### src/rtl/addsub_pkg.sv
// Shared types and arithmetic for the add/sub result accumulator.
// ADDSUB_ACC_SATURATE_EN selects clamping instead of wrapping in sat_add.
package addsub_pkg;

   localparam int unsigned OPW   = 4;
   localparam int unsigned VAL_W = OPW + 2;
   localparam int unsigned WIDE_W = 64;

   typedef enum logic [1:0] {
      IDLE = 2'd0,
      ACC  = 2'd1,
      EMIT = 2'd2
   } state_t;

   typedef struct packed {
      logic                     ovf;
      logic signed [WIDE_W-1:0] sum;
   } sat_res_t;

   // Signed add checked against a w-bit two's complement range; the
   // returned sum is either clamped or left for the caller to truncate.
   function automatic sat_res_t sat_add(input logic signed [WIDE_W-1:0] a,
                                        input logic signed [WIDE_W-1:0] b,
                                        input int unsigned w = 12);
      sat_res_t               r;
      logic signed [WIDE_W-1:0] hi;
      logic signed [WIDE_W-1:0] lo;
      hi    = (64'sd1 <<< (w - 1)) - 64'sd1;
      lo    = -hi - 64'sd1;
      r.sum = a + b;
      r.ovf = (r.sum > hi) || (r.sum < lo);
`ifdef ADDSUB_ACC_SATURATE_EN
      if (r.sum > hi)
         r.sum = hi;
      else if (r.sum < lo)
         r.sum = lo;
`endif
      return r;
   endfunction

endpackage

### src/rtl/addsub_operand_decode.sv
// Maps one {mode, cy, f} adder/subtractor result to a signed value.
module addsub_operand_decode
   import addsub_pkg::*;
(
   input  logic                    mode,
   input  logic                    cy,
   input  logic [OPW-1:0]          f,
   output logic signed [VAL_W-1:0] val
);

   logic signed [VAL_W-1:0] mag;

   always_comb begin
      mag = signed'({2'b00, f});
      val = signed'({1'b0, cy, f});
      if (mode)
         val = cy ? -mag : mag;
   end

endmodule

### src/rtl/addsub_accumulator.sv
// Accumulates BURST decoded add/sub results into one signed word per burst.
// ADDSUB_ACC_SATURATE_EN clamps the accumulator on overflow instead of wrapping.
module addsub_accumulator
   import addsub_pkg::*;
#(
   parameter int unsigned ACC_W = 12,
   parameter int unsigned BURST = 8
) (
   input  logic                    clk,
   input  logic                    rst,
   input  logic                    in_valid,
   output logic                    in_ready,
   input  logic                    in_mode,
   input  logic                    in_cy,
   input  logic [OPW-1:0]          in_f,
   input  logic                    clr,
   output logic                    out_valid,
   input  logic                    out_ready,
   output logic signed [ACC_W-1:0] out_acc,
   output logic                    out_ovf
);

   localparam int unsigned CNT_W = $clog2(BURST + 1);

   state_t                  state, state_d;
   logic signed [ACC_W-1:0] acc, acc_d;
   logic [CNT_W-1:0]        cnt, cnt_d;
   logic                    ovf, ovf_d;
   logic                    run;
   logic                    accept;
   logic signed [VAL_W-1:0] val;
   sat_res_t                add_res;
   logic                    unused_sum_hi;

   addsub_operand_decode u_decode (
      .mode (in_mode),
      .cy   (in_cy),
      .f    (in_f),
      .val  (val)
   );

   // run holds in_ready low until the first clock after reset releases
   assign in_ready      = run && (state != EMIT) && !clr && !rst;
   assign accept        = in_valid && in_ready;
   assign add_res       = sat_add(WIDE_W'(acc), WIDE_W'(val), ACC_W);
   assign unused_sum_hi = ^add_res.sum[WIDE_W-1:ACC_W];

   always_comb begin
      state_d = state;
      acc_d   = acc;
      cnt_d   = cnt;
      ovf_d   = ovf;
      case (state)
         IDLE: begin
            acc_d = '0;
            cnt_d = '0;
            ovf_d = 1'b0;
            if (accept) begin
               acc_d   = ACC_W'(val);
               cnt_d   = CNT_W'(1);
               state_d = (BURST == 1) ? EMIT : ACC;
            end
         end
         ACC: begin
            if (clr) begin
               state_d = IDLE;
               acc_d   = '0;
               cnt_d   = '0;
               ovf_d   = 1'b0;
            end else if (accept) begin
               acc_d = ACC_W'(add_res.sum);
               ovf_d = ovf | add_res.ovf;
               cnt_d = cnt + CNT_W'(1);
               if (cnt_d == CNT_W'(BURST))
                  state_d = EMIT;
            end
         end
         EMIT: begin
            if (out_ready) begin
               state_d = IDLE;
               acc_d   = '0;
               cnt_d   = '0;
               ovf_d   = 1'b0;
            end
         end
         default: begin
            state_d = IDLE;
            acc_d   = '0;
            cnt_d   = '0;
            ovf_d   = 1'b0;
         end
      endcase
   end

   // Output registers mirror the next state so out_valid rises right after the last accept
   always_ff @(posedge clk or posedge rst) begin
      if (rst) begin
         state     <= IDLE;
         acc       <= '0;
         cnt       <= '0;
         ovf       <= 1'b0;
         run       <= 1'b0;
         out_valid <= 1'b0;
         out_acc   <= '0;
         out_ovf   <= 1'b0;
      end else begin
         state     <= state_d;
         acc       <= acc_d;
         cnt       <= cnt_d;
         ovf       <= ovf_d;
         run       <= 1'b1;
         out_valid <= (state_d == EMIT);
         out_acc   <= (state_d == EMIT) ? acc_d : '0;
         out_ovf   <= (state_d == EMIT) && ovf_d;
      end
   end

endmodule

### config.mk
export PLATFORM = sky130hd
export DESIGN_NAME = addsub_accumulator
export DESIGN_NICKNAME = d
export VERILOG_FILES = /design/src/rtl/addsub_pkg.sv /design/src/rtl/addsub_operand_decode.sv /design/src/rtl/addsub_accumulator.sv
export SDC_FILE = /design/constraint.sdc
export NUM_CORES = 1
export LEC_CHECK = 0
export CAP_MARGIN = 20
export CORE_MARGIN = 4
export CORE_UTILIZATION = 46
export DETAILED_ROUTE_END_ITERATION = 8
export PLACE_DENSITY = 0.78
export SLEW_MARGIN = 10
export SYNTH_ARGS = -nofsm -noshare
export SYNTH_HDL_FRONTEND = slang
export SYNTH_HIERARCHICAL = 1
export SYNTH_SLANG_ARGS = --single-unit
### constraint.sdc
create_clock -name clk -period 6.4 [get_ports clk]
set_clock_uncertainty 0.05 [all_clocks]
set_input_delay 1.6 -clock clk [delete_from_list [all_inputs] [get_ports clk]]
set_output_delay 1.6 -clock clk [all_outputs]
set_load 0.01 [all_outputs]
Word level (Yosys, flattened, before mapping):

Cells that the tools add are included.

* equal/unequal tests: 7
* bitwise operators: 1
* multiplexer cells: 23
* add/subtract/negate cells: 3
* reductions and logical operators: 10
* magnitude comparators: 2

Operators with widths (count)
* 2-to-1 mux 12 bit: 5
* case mux 12 bit (3 select lines): 1
* adder 12 x 6 -> 13 bit: 1
* greater-than comparator 13 x 12 -> 1 bit, second input constant: 1
* less-than comparator 13 x 12 -> 1 bit, second input constant: 1
* 2-to-1 mux 4 bit: 3
* 2-to-1 mux 6 bit: 2
* case mux 4 bit (3 select lines): 1
* 2-to-1 mux 2 bit: 5
* negation 4 -> 6 bit: 1
* case mux 2 bit (3 select lines): 1
* logical AND 1 bit: 5
* adder 4 x 1 -> 4 bit, second input constant: 1
* == test 2 bit, second input constant: 2
* == test 4 bit, second input constant: 1
* 2-to-1 mux 1 bit: 4
* != test 2 bit, second input constant: 2
* != test 3 bit, second input constant: 1
* == test 2 x 1 -> 1 bit, second input constant: 1
* logical NOT 1 bit: 2
* logical NOT 2 bit: 1
* case mux 1 bit (2 select lines): 1
* AND reduction 2 bit: 1
* logical OR 1 bit: 1
* OR 1 bit: 1

* logic and storage cells: 54
* flip-flop bits (word level): 34

Longest topological paths before layout:

Gate-level depths: netlist of the first run.

* word-level depth: 11
* gate-level depth with buffers: 11
* mapped depth without buffers: 11

Cells and area by module:

Netlist of the first run, hierarchy kept.

Modules (own cells, without submodules)
* addsub_accumulator: instances 1, area an instance 2102.0 um^2, cells each 224, sequential area each 850.8 um^2
* addsub_operand_decode: instances 1, area an instance 103.8 um^2, cells each 14, sequential area each 0.0 um^2

Worst setup path before layout of the first run:

No wires, ideal clock.

* kind: input to register
* start point: input in_f[0]
* end point: register out_ovf
* data arrival time: 3788 ps
* buffers on the path: 1
* stages: 10
* library setup time: 66 ps
* setup slack: 2496 ps
* data required time: 6284 ps
* cell sequence: inv_1 -> a31oi_1 -> ha_1 -> clkbuf_1 -> a21o_1 -> a21oi_1 -> a21oi_1 -> or4b_1 -> nand3_1 -> and2_1

* cells in the longest elaborated chain, start to end: 11
* elaborated cells between the ends (all ways): 12
* those cells by class: add/sub (2); order compare (2); mux (5); bitwise (1); reduce/logical (2)

Ends and longest elaborated chain
* start: declaration: RTL line addsub_accumulator.sv:15 `input logic [OPW-1:0] in_f,`
* negation 4 -> 6 bit (*): RTL line addsub_operand_decode.sv:17 `val = cy ? -mag : mag;`
* 2-to-1 mux 6 bit (*): RTL line addsub_operand_decode.sv:17
* 2-to-1 mux 6 bit (*): RTL line addsub_operand_decode.sv:16 `if (mode)`
* net val[5]: RTL line addsub_accumulator.sv:31 `logic signed [VAL_W-1:0] val;`
* adder 12 x 6 -> 13 bit (*): RTL line addsub_pkg.sv:30 `r.sum = a + b;`
* greater-than comparator 13 x 12 -> 1 bit or less-than comparator 13 x 12 -> 1 bit (tied branches): RTL line addsub_pkg.sv:31 `r.ovf = (r.sum > hi) || (r.sum < lo);`
* logical OR 1 bit (*): RTL line addsub_pkg.sv:31
* OR 1 bit (*): RTL line addsub_accumulator.sv:72 `ovf_d = ovf | add_res.ovf;`
* 2-to-1 mux 1 bit (*): RTL line addsub_accumulator.sv:70 `end else if (accept) begin`
* 2-to-1 mux 1 bit (*): RTL line addsub_accumulator.sv:65 `if (clr) begin`
* case mux 1 bit (2 select lines) (*): RTL line addsub_accumulator.sv:53 `case (state)`
* net ovf_d: RTL line addsub_accumulator.sv:28 `logic ovf, ovf_d;`
* logical AND 1 bit (*): RTL line addsub_accumulator.sv:114 `out_ovf <= (state_d == EMIT) && ovf_d;`
* end signal: assignment: RTL line addsub_accumulator.sv:114
* end: declaration: RTL line addsub_accumulator.sv:20 `output logic out_ovf`

Mark *: on every way through the listed nets, which the timed path passes. The rest lies on a longest branch.
A chain may end at the register's enable or synchronous reset.

Worst setup path in the final report of the first run:

* start point: input clr
* end point: output in_ready

* cells in the longest elaborated chain, start to end: 3

Ends and longest elaborated chain
* start: declaration: RTL line addsub_accumulator.sv:16 `input logic clr,`
* logical NOT 1 bit: RTL line addsub_accumulator.sv:43 `assign in_ready = run && (state != EMIT) && !clr && !rst;`
* logical AND 1 bit (2 in a row): RTL line addsub_accumulator.sv:43
* end: declaration: RTL line addsub_accumulator.sv:12 `output logic in_ready,`

Every way passes these cells.

==> results of run 1 <==
==> state kept, by name, indices dropped and copies added, names as in the netlist <==
signal,count
ovf,1
out_acc,12
out_ovf,1
run,1
cnt,4
acc,12
out_valid,1
state,2
==> through the flow <==
stage	power [uW]	utilization	area, um^2
final	487.5	0.5686	2561
after global routing	510.0	0.5686	2561
after CTS	487.4	0.5669	2554
after detailed placement	330.2	0.5486	2471
after global placement	327.6	0.5486	2471
after floorplan	301.5	-	2206
==> cells by family after synthesis <==
kind of cell | count (synthesis) | share of synthesized area
AO/OA/AOI/OAI | 72 | 0.2263
AND/OR/NAND/NOR | 84 | 0.2014
flip-flops | 34 | 0.3857
multiplexers | 1 | 0.005105
other | 1 | 0.001700
XOR/XNOR | 6 | 0.02382
adder cells (fa/ha/maj) | 19 | 0.1112
buffers and inverters | 21 | 0.04481
==> area by class of cell <==
type                       instances  area, um^2
fill                             406        1943
multi-input combinational        183        1256
inverter                          11       41.29
sequential                        34       850.8
clock buffer                       6       82.58
tap                               52       65.06
timing repair buffer              27       265.3
==> where the power goes <==
group | leakage (uW) | internal, uW | switching [uW] | total [uW]
Combinational | 0.000636 | 41.6 | 63.0 | 105
Sequential | 0.000471 | 221 | 5.29 | 226
Clock | 0.0000431 | 82.9 | 74.0 | 157
==> worst min path at each step <==
stage / startpoint / end / depth (start not counted)
6_report: cnt[3] / cnt[3] / 1
5_1_grt: cnt[3] / cnt[3] / 1
4_1_cts: cnt[3] / cnt[3] / 1
3_5_place_dp: cnt[3] / cnt[3] / 1
3_3_place_gp: cnt[3] / cnt[3] / 1
2_1_floorplan: cnt[3] / cnt[3] / 1
==> critical path: stages <==
cell and delay, ps:
clkdlybuf4s50_1 470, nor4b_4 410, clkdlybuf4s50_1 610
==> cell usage in the layout, fill, tap and decap left out, drive strengths merged, types with 8 or more instances in the layout <==
cell type and n:
a21oi 19, clkdlybuf4s50 25, dfrtp 34, ha 18, inv 11, nand2 21
nor2 22, nor3 8, o21ai 11
==> per-layer routing <==
metal,up-vias,GRT usage
met4,0,0.07295
met3,10,0.03513
li1,911,-
met1,917,0.2371
met5,-,0
met2,68,0.3126
==> synthesized netlist by cell type, drive strengths merged (4+ instances only) <==
cell type	count	area [um^2]
dfrtp	34	850.8
nor2	22	82.58
nand2	21	78.83
a21oi	19	95.09
ha	18	225.2
inv	11	41.29
o21ai	11	55.05
nor3	8	51.30
a31oi	6	37.54
clkbuf	6	22.52
nand3	6	30.03
xnor2	6	52.55
a21o	5	37.54
and3	5	31.28
nand2b	5	38.78
a22oi	4	30.03
a311oi	4	35.03
buf	4	35.03
nand4	4	25.02
==> metrics, run 1 <==
status completed; Die Wd between 70 and 80 um; post-synthesis instance area between 2000 and 2500 um^2; flops & latches, synth 34; Die ar. between 5000 and 6000 um^2; io pins 26; Post-DRT Antenna Nets 0; pin count of the biggest net entering global routing 35; remaining global-route overflow 0; Critical Path Start Type input pin; mean cell area of the mapped netlist approximately 9.3 um^2; Post-Syn Instances 238; H-tree levels 2; Leakage roughly 0.0012 uW; worst vdd ir 0.07748 mV; TritonCTS clock tree done; met2 wire length about 2500 um; final worst-path cycle share 0.7419; Synth cell types 50; Post-synth ARST share 1.000; Rel. slew slack 0.4053; Worst-Margin Slew between 800 and 900 ps; syn_nets 268; Syn. warnings 6; layout cells sized above 1 0.05364; crit path max fanout 6; core footprint ~4500 um^2; GRT Total Usage 0.1868; hold buffer count at cts 0; CP Class in -> out; WL met1 2252 um; Slew Viols, Final 0; max capacitance violation total 0; Reg clk slew, reported paths approximately 70 ps; Final min period between 4000 and 5000 ps; WP data required around 4800 ps; DP Cell Count roughly 300; Non-Filler Instances 313; unrepaired setup endpoints after global routing no; EDFF count, synth 0; post-synthesis sequential area ratio 0.3857; number of setup buffers added after CTS 0; post_cts resized 0; worst r2r dst out_acc[9]; area grow syn2layout 16.11%; # diodes 0; std cell rows 24; Final setup viols 0; initial core utilization 0.4897; Worst Setup End Kind output pin; r2r startpoint state[0]; CP startpoint clr; vias in the first global route ~1.9k; first-pass GRT wire length ~8900 um; NumNets Final between 200 and 300; R2R setup slack between 3000 and 4000 ps; drt total wl 5180 um; RePlAce Congestion ~0.88; drc violations 0; crit path to in_ready; Hold Slack roughly 460 ps; DRT iter0 DRCs 114; Top Metal Used met4; cts bufs inserted 5; Clk Latency, worst-skew pair approximately 290 ps; initial antenna violation count 0; I/O Buffers 25; Reg2Reg Depth 8; clock tree buffer depth 2; dpl hpwl between 3000 and 4000 um; routed len/inst between 15 and 20 um; post-DR vias/cell about 6; Arr. time, crit path around 3100 ps; via count approximately 1.9k; f_max approximately 210 MHz; Setup WS post-layout between 1500 and 2000 ps; die height between 70 and 80 um; Setup TNS 0 ps; Pre-antenna DRT Iters 5; Hold Crit Class reg -> reg; clock sinks 34; Final Hold Fails 0; wire length on met3 about 320 um; Power Density about 190 nW/um^2; top_reg_cell synth dfrtp_1; Place WS between 1500 and 2000 ps; CTS root buf clkbuf_8
(Power assumes the default switching activity.)
==> inputs of run 2 (changes only) <==
Clock period 6.4 ns to 4.9 ns, I/O delays scaled along.
==> metrics, run 2 (same netlist as run 1, synthesis figures left out) <==
CP Class in -> reg; GRT Total Usage 0.1833; Slew Viols, Final 0; I/O Buffers 25; initial core utilization 0.4897; most frequent cells in the layout dfrtp_1 (34), clkdlybuf4s50_1 (25), nor2_1 (22); Arr. time, crit path 4270 ps; commonest non-fill, non-tap cell in the layout dfrtp_1; Pre-antenna DRT Iters 4; multi-input combinational cell area about 1300 um^2; Clk Latency, worst-skew pair just under 300 ps; post-DR vias/cell 6.041; max capacitance violation total 0; Power Density approximately 260 nW/um^2; Critical Path Start Type input pin; Design Area, Final ~2600 um^2; pin count of the biggest net entering global routing 21; clock tree buffer depth 2; FF/Latch Area 850.8 um^2; Die ar. 5968 um^2; f_max about 240 MHz; crit path max fanout 4; Reg2Reg Depth 8; drt total wl 5117 um; remaining global-route overflow 0; Die Wd 77.25 um; layout cells sized above 1 0.06084; TritonCTS clock tree done; CTS root buf clkbuf_8; routed len/inst 16.24 um; via count between 1.5k and 2k; vias in the first global route 1810; post_cts resized 0; drc violations 0; H-tree levels 2; area grow syn2layout 17.30%; worst vdd ir around 0.21 mV; clock sinks 34; Worst-Margin Slew 1033 ps; Fillers between 300 and 400; dpl hpwl 3781 um; # diodes 0; cts bufs inserted 5; hold buffer count at cts 0; RePlAce Congestion around 0.93; NumNets Final slightly below 300; Hold Crit Class reg -> reg; Placed Area approximately 2500 um^2; Worst Setup End Kind flop; Final Hold Fails 0; Setup TNS 0 ps; std cell rows 24; WP data required ~5000 ps; Final setup viols 0; Reg clk slew, reported paths ~70 ps; unrepaired setup endpoints after global routing no; final worst-path cycle share 0.8471; DRT iter0 DRCs around 120; number of setup buffers added after CTS 0; first-pass GRT wire length 8735 um; Largest regs acc: 12 flops, out_acc: 12 flops, cnt: 4 flops; Final min period around 4200 ps; status completed; Leakage about 0.0012 uW; die height between 70 and 80 um; Post-DRT Antenna Nets 0; io pins 26; WHS Path Cells 1; Rel. slew slack 0.3064; initial antenna violation count 0; core footprint 4504 um^2
-- run 2: cell count changes in the layout (fill, tap and decap cells not counted), sizes merged --
cell	previous run	this run
clkinv	0	2
bufinv	0	1
clkbuf	6	5
-- run 2: layout make-up --
type,count,share of cell area
Timing Repair Buffer,27,0.1025
Tap cell,52,0.02515
Clock buffer,5,0.02660
Multi-Input combinational cell,183,0.4855
Inverter,11,0.01596
Sequential cell,34,0.3288
Clock inverter,3,0.01547
-- run 2: where the power goes --
part / internal (uW) / switching (uW)
registers: 288 / 6.97
logic: 53.1 / 81.5
clock network: 150 / 101
-- run 2: critical path, cell delays in order --
cell             delay [ps]
clkdlybuf4s50_1         540
inv_1                    90
ha_1                    300
mux2_2                  300
ha_1                    290
a21o_1                  140
nand4_1                 190
a21oi_1                 380
a311oi_1                140
or3_1                   340
nor4_1                  340
-- run 2: worst paths after layout --
check	startpoint	to	slack, ps
worst max-delay path	in_f[0]	out_acc[9]	750
worst min-delay path	cnt[3]	cnt[3]	490
worst max register to register	state[0]	out_acc[9]	2140
worst min register to register	cnt[3]	cnt[3]	490
max in group asynchronous	rst	acc[5]	2740
min in group asynchronous	rst	cnt[2]	1360
-- run 2: metal layers --
metal	share of wire	global-route usage	wire length (um)
met2	0.47	0.2997	2413
met5	0	0	0
met4	0.016	0.06406	84
met1	0.46	0.2387	2362
met3	0.050	0.03981	256
-- run 2: metrics by stage --
step	hold slack [ps]	cells	setup slack [ps]	total power, uW	utilization
global route	503.3	315	617.1	716.8	0.5744
finish	488.2	315	749.0	680.3	0.5744
floorplan	421.3	238	1371	393.7	-
detailed placement	482.8	307	524.6	432.5	0.5503
CTS	493.5	315	823.3	688.6	0.5744
global placement	442.6	307	655.3	429.7	0.5503
